### config.mk
export PLATFORM = sky130hd
export DESIGN_NAME = pipeline_stall_controller
export DESIGN_NICKNAME = d
export VERILOG_FILES = /design/src/rtl/pipeline_stall_controller.sv
export SDC_FILE = /design/constraint.sdc
export NUM_CORES = 1
export LEC_CHECK = 0
export CORE_MARGIN = 2
export CORE_UTILIZATION = 37
export CTS_CLUSTER_DIAMETER = 40
export DETAILED_ROUTE_END_ITERATION = 6
export PLACE_DENSITY_LB_ADDON = 0.25
export SLEW_MARGIN = 20
export SYNTH_ARGS = -nofsm -noshare
export SYNTH_HDL_FRONTEND = slang
export SYNTH_SLANG_ARGS = --single-unit
### constraint.sdc
create_clock -name clk -period 1.7 [get_ports clk]
set_input_delay 0.425 -clock clk [delete_from_list [all_inputs] [get_ports clk]]
set_output_delay 0.425 -clock clk [all_outputs]
set_load 0.005 [all_outputs]
### src/rtl/pipeline_stall_controller.sv
// Stall/flush controller for the 5-stage pipeline: memory-wait FSM, hazard watchdog and
// optional performance counters (enabled by defining STALL_PERF_CNT_EN).
module pipeline_stall_controller #(
    parameter int unsigned MAX_STALL = 8,
    parameter int unsigned CNT_W     = 16
) (
    input  logic             clk,
    input  logic             rst,
    input  logic             hazard_detected,
    input  logic             branch_taken,
    input  logic             mem_req,
    input  logic             mem_ready,
    output logic             mem_start,
    output logic             freeze_all,
    output logic             freeze_if,
    output logic             flush_if_id,
    output logic             flush_id_ex,
    output logic             bubble_id_ex,
    output logic             stall_err,
    output logic [CNT_W-1:0] stall_cycles,
    output logic [CNT_W-1:0] flush_count
);

    typedef enum logic [0:0] {StRun, StMemWait} state_e;

    localparam logic [CNT_W-1:0] MaxStall = CNT_W'(MAX_STALL);

    state_e           state_q, state_d;
    logic [CNT_W-1:0] wd_q, wd_d;
    logic             stall_err_q, stall_err_d;

    always_comb begin
        state_d      = state_q;
        mem_start    = 1'b0;
        freeze_all   = 1'b0;
        freeze_if    = 1'b0;
        flush_if_id  = 1'b0;
        flush_id_ex  = 1'b0;
        bubble_id_ex = 1'b0;

        unique case (state_q)
            StRun: begin
                if (mem_req) begin
                    mem_start = 1'b1;
                    if (!mem_ready) begin
                        freeze_all = 1'b1;
                        state_d    = StMemWait;
                    end
                end
            end
            StMemWait: begin
                freeze_all = !mem_ready;
                if (mem_ready) state_d = StRun;
            end
            default: state_d = StRun;
        endcase

        // Priority: freeze_all, then branch flush, then hazard bubble.
        if (!freeze_all) begin
            if (branch_taken) begin
                flush_if_id = 1'b1;
                flush_id_ex = 1'b1;
            end else if (hazard_detected) begin
                freeze_if    = 1'b1;
                bubble_id_ex = 1'b1;
            end
        end

        // Outputs drop in the same cycle reset is asserted, not at the next edge.
        if (!rst) begin
            mem_start    = 1'b0;
            freeze_all   = 1'b0;
            freeze_if    = 1'b0;
            flush_if_id  = 1'b0;
            flush_id_ex  = 1'b0;
            bubble_id_ex = 1'b0;
        end
    end

    always_comb begin
        wd_d = wd_q;
        if (freeze_all) begin
            wd_d = wd_q;
        end else if (freeze_if) begin
            wd_d = (wd_q >= MaxStall) ? MaxStall : wd_q + CNT_W'(1);
        end else begin
            wd_d = '0;
        end
        stall_err_d = stall_err_q | (wd_d == MaxStall);
    end

    always_ff @(posedge clk or negedge rst) begin
        if (!rst) begin
            state_q     <= StRun;
            wd_q        <= '0;
            stall_err_q <= 1'b0;
        end else begin
            state_q     <= state_d;
            wd_q        <= wd_d;
            stall_err_q <= stall_err_d;
        end
    end

    assign stall_err = stall_err_q;

`ifdef STALL_PERF_CNT_EN
    logic [CNT_W-1:0] stall_cycles_q, stall_cycles_d;
    logic [CNT_W-1:0] flush_count_q, flush_count_d;

    always_comb begin
        stall_cycles_d = stall_cycles_q;
        flush_count_d  = flush_count_q;
        if ((freeze_all || freeze_if) && (stall_cycles_q != '1)) begin
            stall_cycles_d = stall_cycles_q + CNT_W'(1);
        end
        if (flush_if_id && (flush_count_q != '1)) begin
            flush_count_d = flush_count_q + CNT_W'(1);
        end
    end

    always_ff @(posedge clk or negedge rst) begin
        if (!rst) begin
            stall_cycles_q <= '0;
            flush_count_q  <= '0;
        end else begin
            stall_cycles_q <= stall_cycles_d;
            flush_count_q  <= flush_count_d;
        end
    end

    assign stall_cycles = stall_cycles_q;
    assign flush_count  = flush_count_q;
`else
    assign stall_cycles = '0;
    assign flush_count  = '0;
`endif

endmodule

==> results_dict.tcl, run 1 <==
set metrics [dict create \
    antenna_found_initial 0 \
    min_path_type "input pin to asynchronous set/reset pin" \
    synth_largest_area_cell "dfrtp_1" \
    cts_buffer_depth 2 \
    synth-edff-count 0 \
    wl_per_cell_um 10.64 \
    die_height_um 57.01 \
    antennaDiodeCount 0 \
    drv_cap 0 \
    setup_viol 3 \
    htreeDepth 1 \
    r2r_start "wd_q[11]" \
    r2r_end "stall_err" \
    clock.fmax_ghz 0.5532 \
    drive_gt1_share_pct 26.02 \
    regToRegSetupSlack_ns -0.10 \
    synth_top_family_by_area "buffers and inverters" \
    drc 0 \
    fin_crit_ns 1.808 \
    rsz0062_at_grt "true" \
    numPortBuffers 12 \
    routed_wirelength_um 1638 \
    synth.mux.area_fraction_pct 0 \
    crit_arrival_ns 1.38 \
    cts_root_buf "clkbuf_4" \
    peakVddDrop_mv 0.5370 \
    core-area_mm2 0.002710 \
    postRouteAntennaNets 0 \
    grt_pass1_vias 586 \
    setup_slack_ns -0.1078 \
    syn_area_mm2 0.001040 \
    synth_compound_area_share_pct 6.619 \
    synth_warnings 0 \
    grtUsageTotal_pct 11.09 \
    holdWs_ns 0.1079 \
    failed_checks "negative setup slack" \
    finClkSkew_ns 0.001814 \
    status "finished with violations" \
    synthSimpleGateAreaFrac_pct 20.94 \
    cp-start-kind "input pin" \
    synthAdderAreaFrac_pct 2.407 \
    synth-xor-area-share_pct 0 \
    p_leak_uw 0.0006797 \
    final_nets 133 \
    post-dp-hpwl_um 1226 \
    drt_iter0_drc 1 \
    syn_avg_cell_area_um2 10.40 \
    synthArstFlopShare_pct 100.0 \
    path_clk_slew_ns 0.10 \
    ys_dominant_reg_cell "dfrtp_1" \
    synth_top_area_share_pct 43.32 \
    r2r_cells 4 \
    yosys_register_bits 18 \
    vias_per_cell 4.351 \
    grt_pass1_wl_um 2773 \
    dr.pass1.iters 4 \
    fin_area_mm2 0.001176 \
    cts_made_buffers 3 \
    die-area_mm2 0.003250 \
    hold_viol 0 \
    synthCells 100 \
    p_per_area_mw_per_mm2 626.2 \
    critPathKind "input pin to output port" \
    yosys-top-cells-area "dfrtp_1 (43%), buf_4 (25%), and3_1 (7.2%)" \
    die_x_um 57.01 \
    fp-row-count 19 \
    grt_overflow 0 \
    synth_cell_types 28 \
    area_growth_syn_to_layout_pct 13.12 \
    clk_latency_ns 0.28 \
    place_area_mm2 0.001131 \
    endpoint_kind "output port" \
    fin_crit_sh_pct 106.3 \
    vias 670 \
    cts_tree "built" \
    num_io_pins 45 \
    cts_sinks 18 \
    ys_seq_area_share_pct 43.32 \
    crit_fanout 3 \
    crit_required_ns 1.27 \
    drv_slew 0 \
    grt_start_max_net_pins 24 \
    place_congestion 0.7427 \
    start_util_pct 38.37 \
]
-- kinds of logic (layout without fill, tap and decap cells) --
logic type / after synthesis / in the layout
buf+inv: 39 / 31
simple gates: 32 / 32
flops: 18 / 18
compound gates: 8 / 8
fa+ha+maj: 2 / 2
other cells: 1 / 32
-- per-stage QoR --
step | setup slack, ns | utilization (%) | total power, uW | instances | TNS [ns]
floorplan | 0.00002032 | - | 537.5 | 131 | 0
global placement | -0.6332 | 41.74 | 538.0 | 148 | -4.700
detailed placement | -0.6424 | 41.74 | 539.2 | 148 | -5.033
CTS | -0.1368 | 43.35 | 748.8 | 154 | -0.2832
global route | -0.1665 | 43.40 | 774.6 | 154 | -0.5955
finish | -0.1078 | 43.40 | 736.5 | 154 | -0.2509
-- synth_stat cells, types with 2 or more instances --
library cell and n:
and3_1 12, inv_1 2, buf_4 34, ha_1 2, clkbuf_1 3, nor2b_1 2, nor3_1 2, dfrtp_1 18
nand2_1 5, or4_4 2
-- worst max path at each step --
stage,start,to,slack (ns),cells past startpoint
final,mem_req,bubble_id_ex,-0.11,5
after global routing,state_q,bubble_id_ex,-0.17,4
after CTS,state_q,bubble_id_ex,-0.14,4
after detailed placement,mem_req,bubble_id_ex,-0.64,4
after global placement,mem_req,freeze_if,-0.63,4
after floorplan,wd_q[11],stall_err,0.00002,4
-- worst max-delay path: stages --
cell and delay (ns):
dlygate4sd2_1 0.24, o21ba_4 0.22, and4bb_2 0.31, buf_6 0.10
buf_6 0.08
-- final cells by class --
type                       instances  area (um2)
timing repair buffer              26       202.7
clock buffer                       3       22.52
fill                             282        1534
multi-input combinational         74       454.2
sequential                        18       450.4
tap                               31       38.79
inverter                           2       7.507
-- registers in the layout, summed over array words and instances (netlist names) --
name	flops
stall_err	1
state_q	1
wd_q	16
-- cells in the final DEF, fill, tap and decap left out, types with 2 or more instances in the layout --
master | Yosys | final
and3_1 | 12 | 12
buf_2 | 0 | 4
buf_4 | 34 | 12
buf_6 | 0 | 2
clkbuf_4 | 0 | 3
clkdlybuf4s50_1 | 0 | 2
conb_1 | 1 | 32
dfrtp_1 | 18 | 18
dlygate4sd2_1 | 0 | 4
ha_1 | 2 | 2
inv_1 | 2 | 2
nand2_1 | 5 | 5
nor2b_1 | 2 | 2
nor3_1 | 2 | 2
or4_4 | 2 | 2
-- routing by layer --
metal | wire length, um | track usage (%) | share of wire, %
met1 | 741 | 15.72 | 45
met2 | 801 | 16.58 | 49
met3 | 81 | 2.041 | 4.9
met4 | 13 | 4.983 | 0.79
met5 | 0 | 0 | 0
-- report_power, final --
group	leakage, uW	total [uW]	switching [uW]	internal [uW]
registers	0.000249	435	3.68	432
logic	0.000417	97.5	53.5	44.0
clock network	0.0000138	204	121	82.2
-- what timing repair did --
action                                  4_1_cts  5_1_grt
pin swaps                                     5        6
hold buffers                                  1        0
buffers inserted                              2        1
endpoints found under the hold margin         1        0
endpoints found under the setup margin        8       10
gates resized for setup                      33        3
Power figures use the tool's default switching activity.
==> run 2: changes to the inputs <==
--- a/config.mk
+++ b/config.mk
@@ -9,7 +9,9 @@
 export CORE_UTILIZATION = 37
 export CTS_CLUSTER_DIAMETER = 40
 export DETAILED_ROUTE_END_ITERATION = 6
+export GPL_ROUTABILITY_DRIVEN = 1
 export PLACE_DENSITY_LB_ADDON = 0.25
+export SETUP_SLACK_MARGIN = 0.2
 export SLEW_MARGIN = 20
 export SYNTH_ARGS = -nofsm -noshare
 export SYNTH_HDL_FRONTEND = slang
==> results_dict.tcl, run 2 (synthesis results as in run 1) <==
set metrics [dict create \
    routed_wirelength_um 1724 \
    register_area_um2 450.4 \
    postRouteAntennaNets 0 \
    grtUsageTotal_pct 11.87 \
    critPathKind "flop to output port" \
    hold_viol 0 \
    regToRegSetupSlack_ns -0.07 \
    drt_iter0_drc 7 \
    die_height_um 57.01 \
    cts_sinks 18 \
    crit_required_ns 1.27 \
    slowest_delay_ns 0.39 \
    grt_start_max_net_pins 18 \
    clk_latency_ns 0.28 \
    path_clk_slew_ns 0.09 \
    final_cell_mix "conb_1 (32), dfrtp_1 (18), and3_1 (12), buf_4 (12)" \
    multi_input_area_um2 467.9 \
    setup_viol 3 \
    start_util_pct 38.37 \
    fin_tns_setup_ns -0.1608 \
    regMostFlops "wd_q" \
    fin_crit_ns 1.783 \
    crit_arrival_ns 1.36 \
    grt_overflow 0 \
    crit_fanout 2 \
    dr.pass1.iters 4 \
    wl_per_cell_um 11.12 \
    final_nets 134 \
    drv_slew 0 \
    core-area_mm2 0.002710 \
    min_path_type "input pin to asynchronous set/reset pin" \
    vias 655 \
    num_io_pins 45 \
    cts_buffer_depth 2 \
    die-area_mm2 0.003250 \
    post-dp-hpwl_um 1242 \
    place_congestion 0.7534 \
    die_x_um 57.01 \
    area_growth_syn_to_layout_pct 15.88 \
    grt_pass1_vias 596 \
    path_common_cell "buf_6" \
    fin_area_mm2 0.001205 \
    crit_path_cell_trace "o21ba_4, and4bb_2, buf_6, buf_6" \
    drive_gt1_share_pct 29.03 \
    largest_register_ffs 16 \
    fp-row-count 19 \
    drc 0 \
    peakVddDrop_mv 0.3948 \
    finClkSkew_ns 0.008844 \
    p_leak_uw 0.0006924 \
    status "finished with violations" \
    htreeDepth 1 \
    endpoint_kind "output port" \
    dp_slack_ns -0.6233 \
    antenna_found_initial 0 \
    n_fill_cell 291 \
    drv_cap 0 \
    rsz0062_at_grt "true" \
    vias_per_cell 4.226 \
    setup_slack_ns -0.08284 \
    fin_crit_sh_pct 104.9 \
    cp-start-kind "flop" \
    p_per_area_mw_per_mm2 609.8 \
    final_common_cell "conb_1" \
    failed_checks "negative setup slack" \
    cts_tree "built" \
    cts_root_buf "clkbuf_4" \
    numPortBuffers 12 \
    place_area_mm2 0.001122 \
    cts_made_buffers 3 \
    antennaDiodeCount 0 \
    critPathSlowestCell "dfrtp_1" \
    grt_pass1_wl_um 2918 \
    clock.fmax_ghz 0.5609 \
]
==> run 2: path summary, 6_finish.rpt <==
check,startpoint,to,depth (start not counted)
worst max register to register,wd_q[9],stall_err,5
worst min-delay path,rst,wd_q[2],2
min in group clk,stall_err,stall_err,1
worst min register to register,stall_err,stall_err,1
worst max-delay path,state_q,freeze_if,4
max in group asynchronous,rst,wd_q[11],3
==> run 2: repair_timing <==
item                                    4_1_cts  5_1_grt
setup buffers                                 4        2
hold buffers                                  0        0
pin swaps                                     7        3
endpoints found under the setup margin       12       10
resized for setup                            43        1
==> run 2: through the flow <==
stage | cells | hold WS (ns) | util [%] | total power, uW
2_1_floorplan | 131 | 0.1294 | - | 540.7
3_3_place_gp | 146 | 0.4663 | 41.41 | 537.5
3_5_place_dp | 146 | 0.4689 | 41.41 | 538.6
4_1_cts | 153 | 0.06876 | 43.49 | 746.3
5_1_grt | 155 | 0.07119 | 44.46 | 780.8
6_report | 155 | 0.07422 | 44.46 | 734.7
==> run 2: worst max-delay path, delay by kind of cell (launching register included) <==
kind | cells | cell delay, ns
AOI/OAI and AO/OA | 1 | 0.21
and+or+nand+nor | 1 | 0.30
DFF | 1 | 0.39
buffers and inverters | 2 | 0.18
==> run 2: power by group <==
group / switching [uW] / internal, uW / leakage, uW
clock network: 114 / 82.1 / 0.0000138
registers: 3.74 / 432 / 0.000249
logic: 55.4 / 48.1 / 0.000429
==> run 2: per-layer routing <==
metal	global-route usage [%]	wire [um]
met1	18.04	855
met5	0	0
met4	4.983	10
met3	2.494	106
met2	16.26	752
==> run 2: area by class of cell <==
| cell class | instances | share of cell area, % |
|---|---|---|
| Tap cell | 31 | 3.219 |
| Clock buffer | 3 | 1.869 |
| Multi-Input combinational cell | 74 | 38.84 |
| Sequential cell | 18 | 37.38 |
| Inverter | 2 | 0.6231 |
| Timing Repair Buffer | 27 | 18.07 |
==> run 3: changes to the inputs <==
--- a/config.mk
+++ b/config.mk
@@ -11,8 +11,8 @@
 export DETAILED_ROUTE_END_ITERATION = 6
 export GPL_ROUTABILITY_DRIVEN = 1
 export PLACE_DENSITY_LB_ADDON = 0.25
+export RECOVER_POWER = 25
 export SETUP_SLACK_MARGIN = 0.2
-export SLEW_MARGIN = 20
 export SYNTH_ARGS = -nofsm -noshare
 export SYNTH_HDL_FRONTEND = slang
 export SYNTH_SLANG_ARGS = --single-unit
==> results_dict.tcl, run 3 (synthesis results as in run 1) <==
set metrics [dict create \
    htreeDepth 1 \
    drt_iter0_drc 3 \
    vias 656 \
    rsz0062_at_grt "true" \
    fin_area_mm2 0.001197 \
    grtUsageTotal_pct 11.87 \
    r2r_cells 5 \
    cts_made_buffers 3 \
    post-dp-hpwl_um 1242 \
    numPortBuffers 12 \
    status "finished with violations" \
    antennaDiodeCount 0 \
    regToRegSetupSlack_ns -0.07 \
    hold_viol 0 \
    met2_usage_pct 16.26 \
    final_nets 134 \
    critPathKind "flop to output port" \
    place_congestion 0.7534 \
    r2r_end "stall_err" \
    p_per_area_mw_per_mm2 612.4 \
    register_area_um2 450.4 \
    endpoint_kind "output port" \
    dpl.cell_count 146 \
    fp-row-count 19 \
    drc 0 \
    setup_slack_ns -0.08344 \
    die-area_mm2 0.003250 \
    final_cell_mix "conb_1 (32), dfrtp_1 (18), and3_1 (12)" \
    largest_register_ffs 16 \
    vias_per_cell 4.232 \
    clock.fmax_ghz 0.5607 \
    path_clk_slew_ns 0.10 \
    area_growth_syn_to_layout_pct 15.16 \
    core-area_mm2 0.002710 \
    routed_wirelength_um 1733 \
    regMostFlops "wd_q" \
    p_leak_uw 0.0006850 \
    drive_gt1_share_pct 27.42 \
    fin_crit_ns 1.783 \
    cts_tree "built" \
    setup_viol 3 \
    drv_cap 0 \
    grt_pass1_vias 596 \
    peakVddDrop_mv 0.3961 \
    drv_slew 0 \
    clk_latency_ns 0.28 \
    crit_fanout 2 \
    use_met3_pct 2.494 \
    cts_buffer_depth 2 \
    grt_overflow 0 \
    grt.busiest_layer "met1" \
    place_area_mm2 0.001122 \
    cts_root_buf "clkbuf_4" \
    crit_required_ns 1.27 \
    cts_sinks 18 \
    multi_input_area_um2 467.9 \
    met1_usage_pct 18.04 \
    die_x_um 57.01 \
    wl_per_cell_um 11.18 \
    power_uw 733.3 \
    grt_pass1_wl_um 2918 \
    crit_start "state_q" \
    start_util_pct 38.37 \
    ctsHoldBuffers 0 \
    r2r_start "wd_q[9]" \
    final_common_cell "conb_1" \
    failed_checks "negative setup slack" \
    num_io_pins 45 \
    postRouteAntennaNets 0 \
    finClkSkew_ns 0.008824 \
    fin_crit_sh_pct 104.9 \
    die_height_um 57.01 \
    min_path_type "input pin to asynchronous set/reset pin" \
    cp-start-kind "flop" \
    crit_arrival_ns 1.36 \
    final_cells 155 \
    antenna_found_initial 0 \
    dr.pass1.iters 4 \
    grt_start_max_net_pins 18 \
    final_util_pct 44.18 \
    n_fill_cell 295 \
]
run 3: stage by stage:
stage | setup WS (ns) | hold slack, ns | setup TNS [ns]
after floorplan | 0.00002032 | 0.1294 | 0
final | -0.08344 | 0.1144 | -0.1622
after global placement | -0.6175 | 0.4663 | -4.021
after CTS | -0.1083 | 0.06876 | -0.2164
after global routing | -0.1694 | 0.1115 | -0.4965
after detailed placement | -0.6233 | 0.4689 | -4.090
run 3: worst max-delay path: stages (launching register included):
cell	delay, ns
dfrtp_1	0.39
o21ba_4	0.21
and4bb_2	0.30
buf_6	0.10
buf_6	0.08
run 3: area by class of cell:
class                           instances  area share (%)
Sequential cell                        18           37.62
Multi-Input combinational cell         74           39.08
Tap cell                               31           3.239
Clock buffer                            3           1.881
Timing Repair Buffer                   27           17.55
Inverter                                2          0.6270
run 3: layer usage:
metal  up-vias  part of all wire [%]
met2        29                    43
met5         -                     0
met4         0                  0.58
met1       305                    50
li1        320                     -
met3         2                   5.9
run 3: worst max path at each step:
| stage | to | depth (start not counted) |
|---|---|---|
| floorplan | stall_err | 4 |
| global placement | freeze_if | 4 |
| detailed placement | freeze_if | 4 |
| CTS | freeze_if | 4 |
| global route | freeze_if | 4 |
| finish | freeze_if | 4 |
run 3: repair_timing:
action                                  in CTS  in global routing
gates resized for setup                     43                  1
cloned                                       0                  0
pin swaps                                    7                  3
buffers inserted                             4                  2
endpoints found under the setup margin      12                 10
run 3: power by group:
group	switching, uW	internal, uW
Sequential	3.80	432
Combinational	55.5	46.0
Clock	114	82.1
Total	174	560
